$ cat config.mk
export PLATFORM = sky130hd
export DESIGN_NAME = logic_gate_unit
export DESIGN_NICKNAME = d
export VERILOG_FILES = /design/src/rtl/logic_gate_pkg.sv /design/src/rtl/logic_gate_unit_op.sv /design/src/rtl/logic_gate_unit.sv
export SDC_FILE = /design/constraint.sdc
export NUM_CORES = 1
export LEC_CHECK = 0
export CAP_MARGIN = 20
export CORE_MARGIN = 1.5
export CORE_UTILIZATION = 40
export CTS_BUF_LIST = sky130_fd_sc_hd__clkbuf_2
export CTS_CLUSTER_DIAMETER = 50
export DETAILED_ROUTE_END_ITERATION = 16
export GPL_ROUTABILITY_DRIVEN = 0
export HOLD_SLACK_MARGIN = 0.02
export REMOVE_ABC_BUFFERS = 1
export SYNTH_ARGS = -nofsm -noshare
export SYNTH_HDL_FRONTEND = slang
export SYNTH_SLANG_ARGS = --single-unit
$ cat constraint.sdc
create_clock -name clk -period 4.2 [get_ports clk]
set_input_delay 0.84 -clock clk [delete_from_list [all_inputs] [get_ports clk]]
set_output_delay 0.84 -clock clk [all_outputs]
set_load 0.02 [all_outputs]
$ cat src/rtl/logic_gate_pkg.sv
// Shared operation codes, mode codes and FSM state encoding for the logic gate unit.
package logic_gate_pkg;

  localparam logic [2:0] OP_AND  = 3'd0;
  localparam logic [2:0] OP_OR   = 3'd1;
  localparam logic [2:0] OP_XOR  = 3'd2;
  localparam logic [2:0] OP_NAND = 3'd3;
  localparam logic [2:0] OP_NOR  = 3'd4;
  localparam logic [2:0] OP_XNOR = 3'd5;
  localparam logic [2:0] OP_NOT  = 3'd6;
  localparam logic [2:0] OP_PASS = 3'd7;

  localparam logic MODE_PAIR   = 1'b0;
  localparam logic MODE_REDUCE = 1'b1;

  typedef enum logic {
    IDLE  = 1'b0,
    ACCUM = 1'b1
  } state_t;

endpackage

$ cat src/rtl/logic_gate_unit_op.sv
// Combinational bitwise operator y = f(p, q) selected by a 3-bit op code.
module logic_op
  import logic_gate_pkg::*;
#(
  parameter int WIDTH = 8
) (
  input  logic [WIDTH-1:0] p,
  input  logic [WIDTH-1:0] q,
  input  logic [2:0]       op,
  output logic [WIDTH-1:0] y
);

  always_comb begin
    y = p;
    case (op)
      OP_AND:  y = p & q;
      OP_OR:   y = p | q;
      OP_XOR:  y = p ^ q;
      OP_NAND: y = ~(p & q);
      OP_NOR:  y = ~(p | q);
      OP_XNOR: y = ~(p ^ q);
      OP_NOT:  y = ~p;
      OP_PASS: y = p;
      default: y = p;
    endcase
  end

endmodule

$ cat src/rtl/logic_gate_unit.sv
// Registered bitwise logic unit: pairwise A op B per beat, or reduce mode folding a
// LAST-terminated frame of A words into one result, with valid/ready on both sides.
module logic_gate_unit
  import logic_gate_pkg::*;
#(
  parameter int WIDTH = 8,
  parameter int CNT_W = 8
) (
  input  logic             clk,
  input  logic             rst_n,
  input  logic             in_valid,
  output logic             in_ready,
  input  logic [WIDTH-1:0] A,
  input  logic [WIDTH-1:0] B,
  input  logic [2:0]       OP,
  input  logic             MODE,
  input  logic             LAST,
  output logic             out_valid,
  input  logic             out_ready,
  output logic [WIDTH-1:0] X,
  output logic             Z,
  output logic [CNT_W-1:0] COUNT,
  output state_t           state_dbg
);

  // Handshake: a beat transfers when in_valid && in_ready, a result when
  // out_valid && out_ready; both may happen on the same edge with no bubble.
  state_t           state_q, state_d;
  logic [2:0]       op_q, op_d;
  logic [WIDTH-1:0] acc_q, acc_d;
  logic [CNT_W-1:0] cnt_q, cnt_d;
  logic             ov_q, ov_d;
  logic [WIDTH-1:0] x_q, x_d;
  logic             z_q, z_d;
  logic [CNT_W-1:0] count_q, count_d;

  logic [WIDTH-1:0] pair_y;
  logic [WIDTH-1:0] red_y;
  logic [CNT_W-1:0] cnt_inc;
  logic             accept;
  logic             consume;

  logic_op #(.WIDTH(WIDTH)) u_pair_op (
    .p  (A),
    .q  (B),
    .op (OP),
    .y  (pair_y)
  );

  logic_op #(.WIDTH(WIDTH)) u_red_op (
    .p  (acc_q),
    .q  (A),
    .op (op_q),
    .y  (red_y)
  );

  assign in_ready = !ov_q || out_ready;
  assign accept   = in_valid && in_ready;
  assign consume  = ov_q && out_ready;
  assign cnt_inc  = (&cnt_q) ? cnt_q : cnt_q + CNT_W'(1);

  always_comb begin
    state_d = state_q;
    op_d    = op_q;
    acc_d   = acc_q;
    cnt_d   = cnt_q;
    ov_d    = ov_q;
    x_d     = x_q;
    z_d     = z_q;
    count_d = count_q;

    if (consume) ov_d = 1'b0;

    if (accept) begin
      if (state_q == IDLE) begin
        if (MODE == MODE_PAIR) begin
          x_d     = pair_y;
          z_d     = (pair_y == '0);
          count_d = CNT_W'(1);
          ov_d    = 1'b1;
        end else begin
          op_d  = OP;
          acc_d = A;
          cnt_d = CNT_W'(1);
          if (LAST) begin
            x_d     = A;
            z_d     = (A == '0);
            count_d = CNT_W'(1);
            ov_d    = 1'b1;
          end else begin
            state_d = ACCUM;
          end
        end
      end else begin
        // OP/MODE on later beats are ignored; the op latched on the first beat applies.
        acc_d = red_y;
        cnt_d = cnt_inc;
        if (LAST) begin
          x_d     = red_y;
          z_d     = (red_y == '0);
          count_d = cnt_inc;
          ov_d    = 1'b1;
          state_d = IDLE;
        end
      end
    end
  end

  always_ff @(posedge clk or negedge rst_n) begin
    if (!rst_n) begin
      state_q <= IDLE;
      op_q    <= OP_AND;
      acc_q   <= '0;
      cnt_q   <= '0;
      ov_q    <= 1'b0;
      x_q     <= '0;
      z_q     <= 1'b1;
      count_q <= '0;
    end else begin
      state_q <= state_d;
      op_q    <= op_d;
      acc_q   <= acc_d;
      cnt_q   <= cnt_d;
      ov_q    <= ov_d;
      x_q     <= x_d;
      z_q     <= z_d;
      count_q <= count_d;
    end
  end

  assign out_valid = ov_q;
  assign X         = x_q;
  assign Z         = z_q;
  assign COUNT     = count_q;
  assign state_dbg = state_q;

endmodule

# After elaboration in Yosys (flattened, before gate mapping)
# Cells that the tools add are included.
# W data, S select, Z words.
# totals
register_bits,38
in_bits,25
output_inout_bits,20
word_cells,81
# op_classes
add_sub_neg,1
n_eq_ne,16
mux,27
bitwise,15
n_reduce_logical,14
# op_table
op,n
$pmux W8 S8,2
$mux W8,13
$not A8 Y8,8
$eq A3 B3 Y1 const B,8
$logic_not A8 Y1,3
$and A8 B8 Y8,2
$or A8 B8 Y8,2
$xor A8 B8 Y8,2
$eq A3 B2 Y1 const B,4
$mux W1,12
$add A8 B1 Y8 const B,1
$reduce_and A8 Y1,1
$eq A3 B1 Y1 const B,2
$logic_not A3 Y1,2
$reduce_and A3 Y1,2
$logic_and A1 B1 Y1,2
$ne A2 B1 Y1 const B,1
$ne A2 B2 Y1 const B,1
$reduce_and A2 Y1,1
$reduce_bool A2 Y1,1
$logic_not A1 Y1,1
$logic_or A1 B1 Y1,1
$not A1 Y1,1

# Logic depth before layout (Yosys ltp)
# depth
depth_word,6
mapped_depth,8
ltp_nobuf,8

# Hierarchy
# A second synthesis with hierarchy kept.
# unflattened
hier_cells,429
hier_area_um2,3668.5
# modules_own_cells
mod,n_inst,cells_per_inst,area_per_inst_um2,seq_area_each_um2
logic_gate_unit,1,214,1984.4,952.2
logic_op (u_red_op),1,102,849.6,0.0
logic_op (u_pair_op),1,113,834.6,0.0

# Worst setup path before layout
# Ideal clock, no wire load.
# synth_timing
path_type,input-to-reg
startpoint,input port A[1]
endpoint,register x_q[1] (netlist: X[1])
setup_time_ns,0.064
arrival_time_ns,2.478
required_time_ns,4.136
setup_slack_ns,1.658
stages,7
path_buffers,0
path_cell_list,inv_1 -> ha_1 -> mux2_2 -> mux4_2 -> mux2_2 -> a211oi_2 -> a21o_1
# synth_between
elab_chain_cells,5
word_cells_on_any_way,19
cone_classes,mux (6); bitwise (13)
# synth_rtl
item,line,text
start: declaration,logic_gate_unit.sv:13,"input logic [WIDTH-1:0] A,"
$xor A8 B8 Y8 (tied with other cells),"logic_gate_unit_op.sv:18, logic_gate_unit_op.sv:21",
"$not A8 Y8, on equally long branches","logic_gate_unit_op.sv:21, logic_gate_unit_op.sv:19, logic_gate_unit_op.sv:20",
$pmux W8 S8,logic_gate_unit_op.sv:15,case (op)
"$mux W8, on equally long branches","logic_gate_unit.sv:76, logic_gate_unit.sv:98",
$mux W8 *,logic_gate_unit.sv:75,if (state_q == IDLE) begin
end signal: assignment,logic_gate_unit.sv:116,x_q <= '0;
end signal: assignment,logic_gate_unit.sv:125,x_q <= x_d;
end: declaration,logic_gate_unit.sv:33,"logic [WIDTH-1:0] x_q, x_d;"
# Every way passes the cells marked *; elsewhere a longest branch is shown, timed or not. The select of a mux whose other input is x is not followed.
# A chain may end at the register's enable or synchronous reset.

# Worst setup path after layout
# layout_timing
startpoint,input port OP[1]
endpoint,register z_q (netlist: Z)
# layout_between
elab_chain_cells,5
word_cells_on_any_way,12
cone_classes,eq/ne (7); mux (3); reduce/logical (2)
# layout_rtl
item,line,text
start: declaration,logic_gate_unit.sv:15,"input logic [2:0] OP,"
$eq A3 B3 Y1 (tied with other cells),logic_gate_unit_op.sv:15,
$pmux W8 S8 *,logic_gate_unit_op.sv:15,
$logic_not A8 Y1 *,logic_gate_unit.sv:78,z_d = (pair_y == '0);
$mux W1 *,logic_gate_unit.sv:76,if (MODE == MODE_PAIR) begin
$mux W1 *,logic_gate_unit.sv:75,
end signal: assignment,logic_gate_unit.sv:126,z_q <= z_d;
end: declaration,logic_gate_unit.sv:34,"logic z_q, z_d;"
# Every way passes the cells marked *; elsewhere a longest branch is shown, timed or not.

==> impl_metrics.py <==
metrics = {
    "finish": {
        "post_route_cells_drive_above_1_share": 0.131,
        "layout.cells.non_filler": 536,
        "antennaDiodeCount": 0,
        "layout_common_cells": "sky130_fd_sc_hd__clkdlybuf4s50_1 (43), sky130_fd_sc_hd__dfrtp_1 (37), sky130_fd_sc_hd__nand2_1 (33), sky130_fd_sc_hd__ha_1 (33), sky130_fd_sc_hd__inv_1 (27)",
        "num-fill-cells": 874,
        "layout_area_overhead_pct": 15.5,
        "final_common_cell": "sky130_fd_sc_hd__clkdlybuf4s50_1",
        "register_area_um2": 952,
        "final_nets": 485,
        "multiInputGateArea_um2": 2410,
    },
    "detailed_routing": {
        "remaining_drc_errors": 0,
        "drt.antenna.violating_nets": 0,
        "totalWireLength_um": 9270,
        "drt_iter0_markers": 167,
        "count_of_vias_placed_by_the_detailed_router": 3073,
        "routed_wire_length_per_instance_um": 17.3,
        "number_of_detailed_routing_iterations_run_before_antenna_repair": 4,
        "routed_via_density": 5.73,
    },
    "synth": {
        "yosys_most_used_dff": "sky130_fd_sc_hd__dfrtp_1",
        "mapped_avg_cell_area_um2": 9.16,
        "syn-cell-area_um2": 3630,
        "synth.lib_cells_used.distinct": 58,
        "postSynthRegisterBits": 38,
        "yosys_warnings": 0,
        "synth-async-reset-ratio": 1.00,
        "number_of_enable_flip_flop_cells_after_synthesis": 0,
        "share_of_the_yosys_chip_area_belonging_to_registers": 0.263,
        "post_synth_inst_count": 396,
    },
    "sta": {
        "finalHoldViolCount": 0,
        "hold-worst-slack_ns": 0.507,
        "final_period_minus_worst_setup_slack_ns": 2.98,
        "fmax_mhz": 336,
        "grt_setup_unrepaired": "no",
        "period_share": 0.709,
        "clock-skew-final_ns": 0.00892,
        "worstMarginPinSlew_ns": 0.947,
        "final_total_negative_setup_slack_ns": 0,
        "final-setup-viol-count": 0,
        "slew_headroom": 0.368,
        "maxSlewViolCount": 0,
    },
    "cts": {
        "cts.root.buffer_cell": "sky130_fd_sc_hd__clkbuf_2",
        "clock_insertion_delay_at_the_later_pin_of_the_skew_report_ns": 0.42,
        "cts_resized": 0,
        "clk_path_buf_depth": 2,
        "clk_pin_slew_ns": 0.22,
        "tritoncts": "yes",
        "postCtsSetupBuffers": 0,
        "clock_sink_count": 38,
        "num_cts_buffers": 5,
        "htree_num_levels": 2,
        "cts_hold_buffers_added": 0,
    },
    "floorplanning": {
        "floorplan.core_area_um2": 8760,
        "placement_rows": 34,
        "floorplan.io_pins": 45,
        "initial_cell_density_of_the_core": 0.414,
        "design.die.area_um2": 9650,
        "die-height_um": 98.2,
        "die_width_um": 98.2,
    },
    "global_routing": {
        "grt_start_max_net_pins": 39,
        "grt.overflow.total": 0,
        "track_usage": 0.195,
        "via_count_of_the_first_global_routing_pass": 3044,
        "grt_antenna_before_repair": 0,
        "wire_length_of_the_first_global_routing_pass_um": 15300,
    },
    "setup_path": {
        "slowest_cp_cell": "sky130_fd_sc_hd__clkdlybuf4s50_1",
        "critPathKind": "input port to flip-flop",
        "timing.critical_path.slowest_cell_delay_ns": 0.99,
        "worst-endpoint-required_ns": 4.57,
        "setup.worst_path.start_class": "input port",
        "worstSetupEndpointType": "flip-flop",
        "crit_family": "buffers and inverters",
        "timing.critical_path.cells": "clkdlybuf4s50_1, buf_4, mux2i_1, mux4_2, nand4_1, or4_4, o211ai_2",
        "crit_path_max_fanout": 21,
        "arrival_ns": 3.35,
        "worstPathBufferInverterCount": 2,
    },
    "pwr": {
        "power.leakage_uw": 0.00188,
        "power.density_nw_per_um2": 449,
        "total_power_consumption_uw": 1880,
        "irDropWorstVdd_uv": 236,
    },
    "place": {
        "port_buffers": 44,
        "hpwl_um": 6790,
        "place_inst": 528,
    },
    "flow_run": {
        "max_cap_viol_count": 0,
    },
    "outcome": {
        "run_status": "completed",
    },
    "hold_path": {
        "holdCritPathClass": "input port to asynchronous set/reset pin",
    },
}
## where the power goes
group          switching, uW  internal [uW]
Clock                    141            158
Sequential               145            472
Combinational            474            488
Total                    761           1120
## kinds of logic (layout without fill, tap and decap cells)
logic type	Yosys count	count (layout)	share of synthesized area
AOI/OAI and AO/OA	107	107	0.200
and+or+nand+nor	106	106	0.145
buffers and inverters	56	88	0.0749
muxes	53	53	0.196
DFF	38	38	0.263
adders and majority gates	33	33	0.114
xor gates and xnor gates	3	3	0.00725
## state kept, by name, indices dropped and copies added, names as in the netlist
name	flops
COUNT	8
X	8
Z	1
acc_q	8
cnt_q	8
op_q	3
out_valid	1
state_dbg	1
## per-layer routing
metal,vias up,GRT usage,part of all wire,wire length [um]
li1,1510,-,-,-
met1,1493,0.269,0.46,4290
met2,59,0.322,0.48,4480
met3,11,0.0265,0.037,339
met4,0,0.0542,0.017,154
met5,-,0,0,0
## synthesized netlist by cell type, drive strengths merged, types with 3 or more instances
cell type	number	area (um^2)
mux2	20	225
o21ai	27	135
nand3	7	35.0
nand2b	7	43.8
nor2b	8	57.6
buf	12	105
a211oi	11	92.6
clkbuf	16	61.3
dfrtp	37	926
a31oi	3	18.8
inv	27	101
o21a	3	22.5
and3	6	37.5
and2	6	37.5
a21oi	22	110
nand4	3	18.8
a21o	4	30.0
mux4	12	274
o31ai	9	67.6
and2b	3	22.5
nand2	33	124
o22ai	3	18.8
mux2i	21	210
nor2	26	97.6
a211o	3	26.3
ha	33	413
## stage by stage
| step | utilization | instance area [um^2] | worst slack [ns] |
|---|---|---|---|
| floorplan | - | 3460 | 1.65 |
| global placement | 0.468 | 4100 | 0.832 |
| detailed placement | 0.468 | 4100 | 0.781 |
| CTS | 0.478 | 4190 | 1.24 |
| global route | 0.478 | 4190 | 1.07 |
| finish | 0.478 | 4190 | 1.22 |
## cell type report
class / count / area share
well taps: 108 / 0.0323
multi-input cells: 302 / 0.576
repair buffers: 52 / 0.118
clock inverters: 3 / 0.0152
inverters: 28 / 0.0251
clock buffers: 5 / 0.00598
flip-flops and latches: 38 / 0.227
## path summary, 6_finish.rpt
kind,end,startpoint,slack [ns],cells after the start
min,out_valid,rst_n,0.51,1
min reg2reg,COUNT[6],COUNT[6],0.51,2
max in group asynchronous,X[4],rst_n,3.12,1
max,Z,OP[1],1.22,7
max reg2reg,X[1],op_q[1],1.54,6
min in group clk,COUNT[6],COUNT[6],0.51,2
(Power assumes the default switching activity.)
